**src/rtl/mem_fill_arbiter_if.sv**
```systemverilog
// Bus bundle between the I/D cache miss controllers, the fill arbiter and the unified memory.
// The arbiter connects through the slave modport; requesters and the memory use master.
interface mem_fill_arbiter_if #(
  parameter int unsigned WORDS_PER_BLOCK = 8,
  parameter int unsigned ADDR_W          = 16
);
  localparam int unsigned WORD_W = 16;
  localparam int unsigned IDX_W  = $clog2(WORDS_PER_BLOCK);

  // Requester side
  logic              i_req;
  logic [ADDR_W-1:0] i_addr;
  logic              d_req;
  logic              d_wr;
  logic [ADDR_W-1:0] d_addr;
  logic [WORD_W-1:0] d_wdata;
  logic              i_grant;
  logic              d_grant;
  logic              i_fill_we;
  logic              d_fill_we;
  logic [IDX_W-1:0]  fill_word;
  logic [WORD_W-1:0] fill_data;
  logic              i_done;
  logic              d_done;
  logic              busy;

  // Memory side
  logic              mem_enable;
  logic              mem_wr;
  logic [ADDR_W-1:0] mem_addr;
  logic [WORD_W-1:0] mem_wdata;
  logic [WORD_W-1:0] mem_rdata;
  logic              mem_rvalid;

  modport slave (
    input  i_req, i_addr, d_req, d_wr, d_addr, d_wdata, mem_rdata, mem_rvalid,
    output i_grant, d_grant, i_fill_we, d_fill_we, fill_word, fill_data,
           i_done, d_done, busy, mem_enable, mem_wr, mem_addr, mem_wdata
  );

  modport master (
    output i_req, i_addr, d_req, d_wr, d_addr, d_wdata, mem_rdata, mem_rvalid,
    input  i_grant, d_grant, i_fill_we, d_fill_we, fill_word, fill_data,
           i_done, d_done, busy, mem_enable, mem_wr, mem_addr, mem_wdata
  );
endinterface

```
**src/rtl/mem_fill_arbiter.sv**
```systemverilog
// Arbiter sharing one pipelined unified memory between the I-cache fill path and the
// D-cache fill / write-through path. Sequences WORDS_PER_BLOCK-word block fills and
// single-word write-throughs for one owner at a time.
// Optional build macro ARB_ROUND_ROBIN_EN: ties in IDLE go to the side not granted last;
// without it D always beats I.
module mem_fill_arbiter #(
  parameter int unsigned WORDS_PER_BLOCK = 8,
  parameter int unsigned ADDR_W          = 16
) (
  input  logic              clk,
  input  logic              rst_n,
  mem_fill_arbiter_if.slave bus
);
  localparam int unsigned WORD_W = 16;
  localparam int unsigned IDX_W  = $clog2(WORDS_PER_BLOCK);
  localparam int unsigned OFF_W  = IDX_W + 1;
  localparam logic [IDX_W-1:0] LAST_IDX = IDX_W'(WORDS_PER_BLOCK - 1);

  typedef enum logic [2:0] {
    S_IDLE  = 3'd0,
    S_WRITE = 3'd1,
    S_ISSUE = 3'd2,
    S_DRAIN = 3'd3,
    S_DONE  = 3'd4
  } state_t;

  typedef enum logic {
    OWN_I = 1'b0,
    OWN_D = 1'b1
  } owner_t;

  state_t            r_state;
  state_t            w_state_nxt;
  owner_t            r_owner;
  logic [ADDR_W-1:0] r_addr;
  logic [WORD_W-1:0] r_wdata;
  logic [IDX_W-1:0]  r_issue_cnt;
  logic [IDX_W-1:0]  r_ret_cnt;
  logic              w_d_win;
  logic              w_i_win;
  logic              w_ret;
  logic              w_last_issue;
  logic              w_last_ret;

`ifdef ARB_ROUND_ROBIN_EN
  owner_t            r_last_owner;

  // On a tie the side that was not granted last wins.
  assign w_d_win = bus.d_req & (~bus.i_req | (r_last_owner == OWN_I));
`else
  assign w_d_win = bus.d_req;
`endif
  assign w_i_win = bus.i_req & ~w_d_win;

  // Returns only count while a fill is outstanding; anything else is stale.
  assign w_ret        = bus.mem_rvalid & ((r_state == S_ISSUE) | (r_state == S_DRAIN));
  assign w_last_issue = (r_issue_cnt == LAST_IDX);
  assign w_last_ret   = w_ret & (r_ret_cnt == LAST_IDX);

  // State register.
  always_ff @(posedge clk or negedge rst_n) begin
    if (!rst_n) begin
      r_state <= S_IDLE;
    end else begin
      r_state <= w_state_nxt;
    end
  end

  // Operation context: owner and request captured at grant, issue/return counters.
  always_ff @(posedge clk or negedge rst_n) begin
    if (!rst_n) begin
      r_owner     <= OWN_I;
      r_addr      <= '0;
      r_wdata     <= '0;
      r_issue_cnt <= '0;
      r_ret_cnt   <= '0;
    end else if (r_state == S_IDLE) begin
      if (w_d_win) begin
        r_owner <= OWN_D;
        r_addr  <= bus.d_addr;
        r_wdata <= bus.d_wdata;
      end else if (w_i_win) begin
        r_owner <= OWN_I;
        r_addr  <= bus.i_addr;
      end
      r_issue_cnt <= '0;
      r_ret_cnt   <= '0;
    end else begin
      if (r_state == S_ISSUE) begin
        r_issue_cnt <= r_issue_cnt + IDX_W'(1);
      end
      if (w_ret) begin
        r_ret_cnt <= r_ret_cnt + IDX_W'(1);
      end
    end
  end

`ifdef ARB_ROUND_ROBIN_EN
  // Remember the last winner; write-throughs count as D. Resets to D so I wins the first tie.
  always_ff @(posedge clk or negedge rst_n) begin
    if (!rst_n) begin
      r_last_owner <= OWN_D;
    end else if ((r_state == S_IDLE) && (w_d_win || w_i_win)) begin
      r_last_owner <= w_d_win ? OWN_D : OWN_I;
    end
  end
`endif

  // Next state and output decode from the current state, owner and memory returns.
  always_comb begin
    w_state_nxt    = r_state;
    bus.busy       = (r_state != S_IDLE);
    bus.i_grant    = (r_state != S_IDLE) && (r_owner == OWN_I);
    bus.d_grant    = (r_state != S_IDLE) && (r_owner == OWN_D);
    bus.i_fill_we  = 1'b0;
    bus.d_fill_we  = 1'b0;
    bus.fill_word  = '0;
    bus.fill_data  = '0;
    bus.i_done     = 1'b0;
    bus.d_done     = 1'b0;
    bus.mem_enable = 1'b0;
    bus.mem_wr     = 1'b0;
    bus.mem_addr   = '0;
    bus.mem_wdata  = '0;

    if (w_ret) begin
      bus.fill_word = r_ret_cnt;
      bus.fill_data = bus.mem_rdata;
      bus.i_fill_we = (r_owner == OWN_I);
      bus.d_fill_we = (r_owner == OWN_D);
    end

    case (r_state)
      S_IDLE: begin
        if (w_d_win) begin
          w_state_nxt = bus.d_wr ? S_WRITE : S_ISSUE;
        end else if (w_i_win) begin
          w_state_nxt = S_ISSUE;
        end
      end
      S_WRITE: begin
        bus.mem_enable = 1'b1;
        bus.mem_wr     = 1'b1;
        bus.mem_addr   = r_addr;
        bus.mem_wdata  = r_wdata;
        bus.d_done     = 1'b1;
        w_state_nxt    = S_IDLE;
      end
      S_ISSUE: begin
        bus.mem_enable = 1'b1;
        bus.mem_addr   = {r_addr[ADDR_W-1:OFF_W], r_issue_cnt, 1'b0};
        if (w_last_issue) begin
          w_state_nxt = w_last_ret ? S_DONE : S_DRAIN;
        end
      end
      S_DRAIN: begin
        if (w_last_ret) begin
          w_state_nxt = S_DONE;
        end
      end
      S_DONE: begin
        bus.i_done  = (r_owner == OWN_I);
        bus.d_done  = (r_owner == OWN_D);
        w_state_nxt = S_IDLE;
      end
      default: begin
        w_state_nxt = S_IDLE;
      end
    endcase
  end
endmodule
```
**src/flat_wrapper.sv**
```systemverilog
// flat-port wrapper written by rule: the top's interface ports become plain ports
module mem_fill_arbiter_flat 
#(
  parameter int unsigned WORDS_PER_BLOCK = 8,
  parameter int unsigned ADDR_W          = 16
)
  (clk, rst_n, bus_i_req, bus_i_addr, bus_d_req, bus_d_wr, bus_d_addr, bus_d_wdata, bus_mem_rdata, bus_mem_rvalid, bus_i_grant, bus_d_grant, bus_i_fill_we, bus_d_fill_we, bus_fill_word, bus_fill_data, bus_i_done, bus_d_done, bus_busy, bus_mem_enable, bus_mem_wr, bus_mem_addr, bus_mem_wdata);
  mem_fill_arbiter_if #(.WORDS_PER_BLOCK(WORDS_PER_BLOCK), .ADDR_W(ADDR_W)) bus_i ();
  input  logic clk;
  input  logic rst_n;
  input wire logic [$bits(bus_i.i_req)-1:0] bus_i_req;
  input wire logic [$bits(bus_i.i_addr)-1:0] bus_i_addr;
  input wire logic [$bits(bus_i.d_req)-1:0] bus_d_req;
  input wire logic [$bits(bus_i.d_wr)-1:0] bus_d_wr;
  input wire logic [$bits(bus_i.d_addr)-1:0] bus_d_addr;
  input wire logic [$bits(bus_i.d_wdata)-1:0] bus_d_wdata;
  input wire logic [$bits(bus_i.mem_rdata)-1:0] bus_mem_rdata;
  input wire logic [$bits(bus_i.mem_rvalid)-1:0] bus_mem_rvalid;
  output wire logic [$bits(bus_i.i_grant)-1:0] bus_i_grant;
  output wire logic [$bits(bus_i.d_grant)-1:0] bus_d_grant;
  output wire logic [$bits(bus_i.i_fill_we)-1:0] bus_i_fill_we;
  output wire logic [$bits(bus_i.d_fill_we)-1:0] bus_d_fill_we;
  output wire logic [$bits(bus_i.fill_word)-1:0] bus_fill_word;
  output wire logic [$bits(bus_i.fill_data)-1:0] bus_fill_data;
  output wire logic [$bits(bus_i.i_done)-1:0] bus_i_done;
  output wire logic [$bits(bus_i.d_done)-1:0] bus_d_done;
  output wire logic [$bits(bus_i.busy)-1:0] bus_busy;
  output wire logic [$bits(bus_i.mem_enable)-1:0] bus_mem_enable;
  output wire logic [$bits(bus_i.mem_wr)-1:0] bus_mem_wr;
  output wire logic [$bits(bus_i.mem_addr)-1:0] bus_mem_addr;
  output wire logic [$bits(bus_i.mem_wdata)-1:0] bus_mem_wdata;
  assign bus_i.i_req = bus_i_req;
  assign bus_i.i_addr = bus_i_addr;
  assign bus_i.d_req = bus_d_req;
  assign bus_i.d_wr = bus_d_wr;
  assign bus_i.d_addr = bus_d_addr;
  assign bus_i.d_wdata = bus_d_wdata;
  assign bus_i.mem_rdata = bus_mem_rdata;
  assign bus_i.mem_rvalid = bus_mem_rvalid;
  assign bus_i_grant = bus_i.i_grant;
  assign bus_d_grant = bus_i.d_grant;
  assign bus_i_fill_we = bus_i.i_fill_we;
  assign bus_d_fill_we = bus_i.d_fill_we;
  assign bus_fill_word = bus_i.fill_word;
  assign bus_fill_data = bus_i.fill_data;
  assign bus_i_done = bus_i.i_done;
  assign bus_d_done = bus_i.d_done;
  assign bus_busy = bus_i.busy;
  assign bus_mem_enable = bus_i.mem_enable;
  assign bus_mem_wr = bus_i.mem_wr;
  assign bus_mem_addr = bus_i.mem_addr;
  assign bus_mem_wdata = bus_i.mem_wdata;
  mem_fill_arbiter #(.WORDS_PER_BLOCK(WORDS_PER_BLOCK), .ADDR_W(ADDR_W)) u_core (.clk(clk), .rst_n(rst_n), .bus(bus_i));
endmodule
```
**config.mk**
```make
export PLATFORM = sky130hd
export DESIGN_NAME = mem_fill_arbiter_flat
export DESIGN_NICKNAME = d
export VERILOG_FILES = /design/src/rtl/mem_fill_arbiter_if.sv /design/src/rtl/mem_fill_arbiter.sv /design/src/flat_wrapper.sv
export SDC_FILE = /design/constraint.sdc
export NUM_CORES = 1
export LEC_CHECK = 0
export BUFFER_PORTS_ARGS = -buffer_cell sky130_fd_sc_hd__buf_2
export CAP_MARGIN = 20
export CORE_ASPECT_RATIO = 0.75
export CORE_MARGIN = 1
export CORE_UTILIZATION = 40
export CTS_CLUSTER_SIZE = 28
export DETAILED_ROUTE_END_ITERATION = 7
export HOLD_SLACK_MARGIN = 0.06
export PLACE_DENSITY = 0.81
export SLEW_MARGIN = 5
export SYNTH_ARGS = -nofsm -noshare
export SYNTH_HDL_FRONTEND = slang
export SYNTH_SLANG_ARGS = --single-unit
export TNS_END_PERCENT = 50
```
**constraint.sdc**
```tcl
create_clock -name clk -period 1.61 [get_ports clk]
set_input_delay 0.161 -clock clk [delete_from_list [all_inputs] [get_ports clk]]
set_output_delay 0.161 -clock clk [all_outputs]
set_load 0.05 [all_outputs]
```
# Word level (Yosys, flattened, before mapping)
# Cells that the tools add are included.
[totals]
ff_bits = 42
input_bits = 70
word_cells = 59
[classes]
add_sub_neg = 2
n_eq_ne = 9
n_mux = 25
n_bitwise = 6
reduce_logical = 11
[ops]
columns = ["cell", "count"]
rows = [
  ["16-bit 2-to-1 mux", 4],
  ["16-bit one-hot mux with 2 select lines", 1],
  ["3-bit 2-to-1 mux", 10],
  ["3-bit equality test, second input constant", 3],
  ["3-bit one-hot mux with 3 select lines", 1],
  ["1-bit 2-to-1 mux", 7],
  ["3-bit by 1-bit adder with 3-bit output, second input constant", 2],
  ["3-bit by 2-bit equality test with 1-bit output, second input constant", 2],
  ["2-bit nonzero test", 3],
  ["2-bit by 1-bit inequality test with 1-bit output, second input constant", 2],
  ["2-bit AND reduction", 2],
  ["1-bit AND", 3],
  ["3-bit by 1-bit equality test with 1-bit output, second input constant", 1],
  ["3-bit logical NOT", 1],
  ["3-bit by 2-bit inequality test with 1-bit output, second input constant", 1],
  ["3-bit AND reduction", 1],
  ["3-bit nonzero test", 1],
  ["1-bit logical AND", 2],
  ["2-bit 2-to-1 mux", 1],
  ["1-bit inverter", 2],
  ["1-bit one-hot mux with 2 select lines", 1],
  ["2-bit OR reduction", 1],
  ["1-bit bitwise OR", 1],
]

# Depth between registers and ports, before layout
[logic_depth]
ltp_word = 7
ltp_mapped = 6
depth_no_buf = 5

# Least setup slack after synthesis
# OpenSTA, ideal clock, no wires.
[synth_path]
path_type = "register to output"
start = "register u_core.r_state[2]"
end = "output port bus_i_done"
arrival_ns = 2.332
required_ns = 1.449
path_slack_ns = -0.883
path_stages_with_launch = 4
cell_sequence = "dfrtp_1 buf_6 clkbuf_1 nor4b_1"
[synth_between]
elab_chain_cells = 2
[synth_rtl]
columns = ["element", "line", "source"]
rows = [
  ["start, declared", "mem_fill_arbiter.sv:32", "state_t r_state;"],
  ["start signal, assigned", "mem_fill_arbiter.sv:65", "r_state <= w_state_nxt;"],
  ["3-bit equality test", "mem_fill_arbiter.sv:133", "case (r_state)"],
  ["1-bit 2-to-1 mux", "mem_fill_arbiter.sv:133", ""],
  ["end, declared", "flat_wrapper.sv:25", "output wire logic [$bits(bus_i.i_done)-1:0] bus_i_done;"],
]
# Every way passes these cells.

# Final worst setup path
[layout_path]
start = "register u_core.r_state[1]"
end = "output port bus_mem_wdata[9]"
[layout_between]
elab_chain_cells = 2
[layout_rtl]
columns = ["element", "line", "source"]
rows = [
  ["3-bit by 1-bit equality test with 1-bit output", "mem_fill_arbiter.sv:133", ""],
  ["16-bit 2-to-1 mux", "mem_fill_arbiter.sv:133", ""],
  ["end, declared", "flat_wrapper.sv:31", "output wire logic [$bits(bus_i.mem_wdata)-1:0] bus_mem_wdata;"],
]
# Every way passes these cells.

==> results by stage <==
Power:
- The leakage power figure is 2.01 nW.
- The proportion of total power due to net switching is 45.0%.
- The cell-internal power is 4.31 mW.
- The design draws approximately 7.8 mW.
- The power share of the sequential group is a little under a quarter.
- The cell area power density is ~1900 nW/µm².
- In this run, the combinational gates consume roughly 68% of the power.
- VDD sags by at most 1.49 mV.
- The net switching power is between 3 and 4 mW.
- The relative contribution of the clock network to total power is 8.1%.

Synthesis:
- Dividing the synthesized area by the synthesized cell count gives 10.4 µm².
- The XOR/XNOR share of the synthesized area is less than 1%.
- In this run, synthesis inferred 0 flip-flops with an integrated enable.
- In the synthesized netlist, mux cells make up 16.2% of the area.
- Yosys printed 0 warnings.
- Sorting the synthesized cells by how often they occur yields 50 x sky130_fd_sc_hd__and2_1, 42 x sky130_fd_sc_hd__dfrtp_1, 36 x sky130_fd_sc_hd__o21ai_0.
- The number of different library cells in the post-synthesis netlist is 36.
- The share of synthesized area in the top cell type comes to 44.1%.
- The synthesized netlist net count is 303.
- The cell with the most instances after synthesis is sky130_fd_sc_hd__and2_1.
- The synthesized netlist occupies a cell area of 2380 µm².
- The adder and majority cell fraction of the synthesized area is 2.10%.
- By area, the combinational part of the netlist is dominated by simple AND/OR/NAND/NOR gates.
- The gate count of the mapped netlist is 229.
- The share of async-settable or async-resettable flops after synthesis is 100%.
- Yosys attributes the largest share of cell area to sky130_fd_sc_hd__dfrtp_1 44%, sky130_fd_sc_hd__and2_1 13%, sky130_fd_sc_hd__o21ai_0 7.6%, sky130_fd_sc_hd__mux2i_1 6.7%, sky130_fd_sc_hd__mux2_4 5.7%.
- Of all cell types, the one taking the most synthesized area is sky130_fd_sc_hd__dfrtp_1.
- The synthesized netlist devotes 20.7% of its cell area to simple gates.
- In this run, synthesis produced a sequential element count of between 40 and 50.
- The synthesized netlist devotes 11.8% of its cell area to compound gates.
- The most used flip-flop cell after synthesis is sky130_fd_sc_hd__dfrtp_1.
- Of the synthesized area, sequential elements account for 44.1%.

Floorplan:
- The area enclosed by the die boundary is 6270 µm².
- From bottom edge to top edge, the die measures 68.8 µm.
- The number of placement rows is 23.
- The die width is 91.1 µm.
- For this configuration, the core starts out at a cell density of 43.1%.
- The number of I/O pins is 130.
- The region available for standard cell placement spans about 5500 µm².

Detailed routing:
- The highest layer touched by signal routing is met4.
- In the final routing, the length of wire on met1 measures about 2.9 mm.
- The length of the first detailed-routing pass in iterations is 4.
- The routed layout has roughly 2200 vias.
- After detailed routing, the met2 layer carries approximately 3.8 mm of wire.
- For this run, design rule violations remaining after detail routing come to 0.
- For this block, the initial DRC count from the detailed router was 79.
- Summed over all layers, the routed wires come to 7.07 mm.
- The final routed wire length divided by cell count is 15.7 µm.
- The detailed-routed wire length on met3 is 307 µm.
- The detail route stage leaves a number of antenna-violating nets equal to 0.
- The detailed-route vias per instance is around 5.0.

Worst setup path:
- The critical path start-end classification is reg -> out.
- The critical path launch point is u_core.r_state[1].
- The worst reg-to-reg setup slack is -0.01 ns.
- The maximum fanout along the worst path is 9.
- The worst register-to-register path begins at u_core.r_state[1].
- The worst path required time is 1.45 ns.
- The arrival time at the worst endpoint is 1.60 ns.
- In this run the critical register-to-register path is captured at u_core.r_wdata[7].
- STA classifies the critical path endpoint as an output port.
- The worst register-to-register path has a depth of 4.
- The worst setup path is launched from a register.

Hold path:
- The start point of the worst min-delay path is bus_d_wdata[13].
- The min-delay analysis places its worst path in the category in -> reg.
- The worst hold path passes through 2 cells.
- The worst min-delay path endpoint is u_core.r_wdata[13].

CTS:
- Clock latency on the worst-skew pair, taken at its later pin, is 0.28 ns.
- No sink is reached through more buffers than the 2 on the longest clock path.
- The number of H-tree levels is 2.
- The clock net in this run drives a total of 42 sinks.
- The cell sitting at the root of the clock tree is a sky130_fd_sc_hd__clkbuf_8.
- The clock tree from TritonCTS is yes.
- After clock tree synthesis, the clock-pin slew on the worst setup and hold paths is 0.08 ns.
- The TritonCTS buffer count is 5.

Timing:
- The final total negative setup slack is -6.56 ns.
- The worst path in the final design needs a cycle of 1.76 ns, including I/O delays and setup.
- The highest clock frequency the design can meet is 567 MHz.
- At the pin with the least slew margin, the transition time is a little under 0.4 ns.
- Setup repair after global routing could not meet its margin everywhere.
- The hold violation count in the final report is 0.
- The worst pin sits at a relative slew slack of 73.5%.
- Once routing completed, OpenROAD measured the worst setup slack at -0.153 ns.
- The final critical path takes up 109% of the cycle.
- The number of pins exceeding their max-slew limit in the final report is 0.
- Setup violations remaining at the end of the flow were counted as 62.
- For the final database, setup skew stands at 0.00711 ns.

Cells and area:
- Relative to the synthesized area, the layout overhead comes to 70.5%.
- The number of nets in the finished design is 450.
- Leaving out filler cells and counting taps, the final layout contains 451.
- The share of post-route cells with drive strength above 1 is roughly 60%.
- The cell area after layout is 4060 µm².
- 0 antenna diodes ended up in the layout.
- The final cell utilization of the core is between 70% and 80%.

GRT:
- Global routing used about 22% of the available tracks across all layers.
- The first global-routing pass estimated 10.6 mm of wire.
- Summed over all layers, the global routing overflow is 0.
- Entering global routing, the biggest net connects 27 pins.
- The number of global-route vias before repair is 2197.
- The initial antenna violation count is 0.

Run:
- The number of max-cap violations is 0.

Placed design:
- The total half-perimeter wirelength after legalization and detailed placement is 4.38 mm.
- Summing all placed instances gives a cell area of 3210 µm².
- The cell count after placement is 431.
- Routability-driven placement finished with a final weighted congestion of 0.789.
- The port buffer count is 129.

Status:
- The flow ran to the end, but the final reports show violations.
- The checks that failed: negative setup slack.
-- power by group through the flow --
| stage | Sequential (mW) | Combinational, mW | Clock (mW) |
|---|---|---|---|
| 3_5_place_dp | 1.85 | 3.96 | 0 |
| 4_1_cts | 1.84 | 5.02 | 0.648 |
| 6_report | 1.86 | 5.34 | 0.633 |
| 2_1_floorplan | 1.78 | 3.15 | 0 |
| 3_3_place_gp | 1.83 | 3.87 | 0 |
| 5_1_grt | 1.91 | 5.63 | 0.700 |
-- per-layer routing --
metal	vias up	global-route usage (%)
met3	2	3.95
met2	76	41.7
li1	1081	-
met4	0	4.96
met5	-	0
met1	1078	26.8
-- repair_timing --
item,in CTS,in global routing
cloned,2,2
resized for setup,165,28
setup endpoints to repair,59,87
hold endpoints to repair,16,0
hold buffers,1,0
pin swaps,10,19
buffers inserted,6,2
-- through the flow --
stage | hold WS, ns | worst slack (ns)
after floorplan | -0.135 | -0.0785
after global placement | 0.104 | 0.0551
after detailed placement | 0.111 | 0.0204
after CTS | 0.0986 | -0.136
after global routing | 0.0927 | -0.208
final | 0.104 | -0.153
-- critical path: stages (launching register included) --
cell and delay (ns):
sky130_fd_sc_hd__dfrtp_1 0.40, sky130_fd_sc_hd__and2b_2 0.24, sky130_fd_sc_hd__nor2b_4 0.20, sky130_fd_sc_hd__clkbuf_16 0.18
sky130_fd_sc_hd__and2_4 0.15, sky130_fd_sc_hd__buf_8 0.14
-- registers in the layout (all words and copies together) (netlist names) --
signal	flops
u_core.r_addr	16
u_core.r_wdata	16
u_core.r_ret_cnt	3
u_core.r_state	3
u_core.r_owner	1
u_core.r_issue_cnt	3
-- layout by cell type, fill, tap and decap left out, types with 4 or more instances in the layout --
cell                        n
sky130_fd_sc_hd__mux2_4     9
sky130_fd_sc_hd__buf_4     13
sky130_fd_sc_hd__buf_2     69
sky130_fd_sc_hd__dfrtp_1   41
sky130_fd_sc_hd__mux2_2     8
sky130_fd_sc_hd__o21ai_0   35
sky130_fd_sc_hd__buf_6     36
sky130_fd_sc_hd__mux2i_1   16
sky130_fd_sc_hd__nor2_1     7
sky130_fd_sc_hd__buf_8     31
sky130_fd_sc_hd__and2_4    36
sky130_fd_sc_hd__and2_1    15
sky130_fd_sc_hd__clkbuf_8   5
sky130_fd_sc_hd__ha_1       4
sky130_fd_sc_hd__nand2_1    7
-- layout make-up --
cell class,count,area (µm²)
clock buffers,7,76.3
fillers,391,1460
inverters,1,11.3
multi-input cells,171,1390
flip-flops and latches,42,1050
well taps,75,93.8
repair buffers,155,1440
-- cells by family (layout without fill, tap and decap cells) --
| logic type | after synthesis | in the layout |
|---|---|---|
| DFF | 42 | 42 |
| buffers and inverters | 17 | 163 |
| muxes | 33 | 33 |
| and+or+nand+nor | 83 | 83 |
| adders and majority gates | 4 | 4 |
| xor gates and xnor gates | 1 | 1 |
| AOI/OAI and AO/OA | 49 | 50 |
-- how the worst max path moves through the flow --
stage	slack, ns	endpoint
finish	-0.15	bus_mem_wdata[9]
CTS	-0.14	bus_mem_addr[8]
global placement	0.06	bus_mem_addr[9]
global route	-0.21	bus_mem_addr[3]
floorplan	-0.08	bus_mem_addr[1]
detailed placement	0.02	bus_mem_addr[8]
Note: power is estimated with default switching activity, not from simulation.
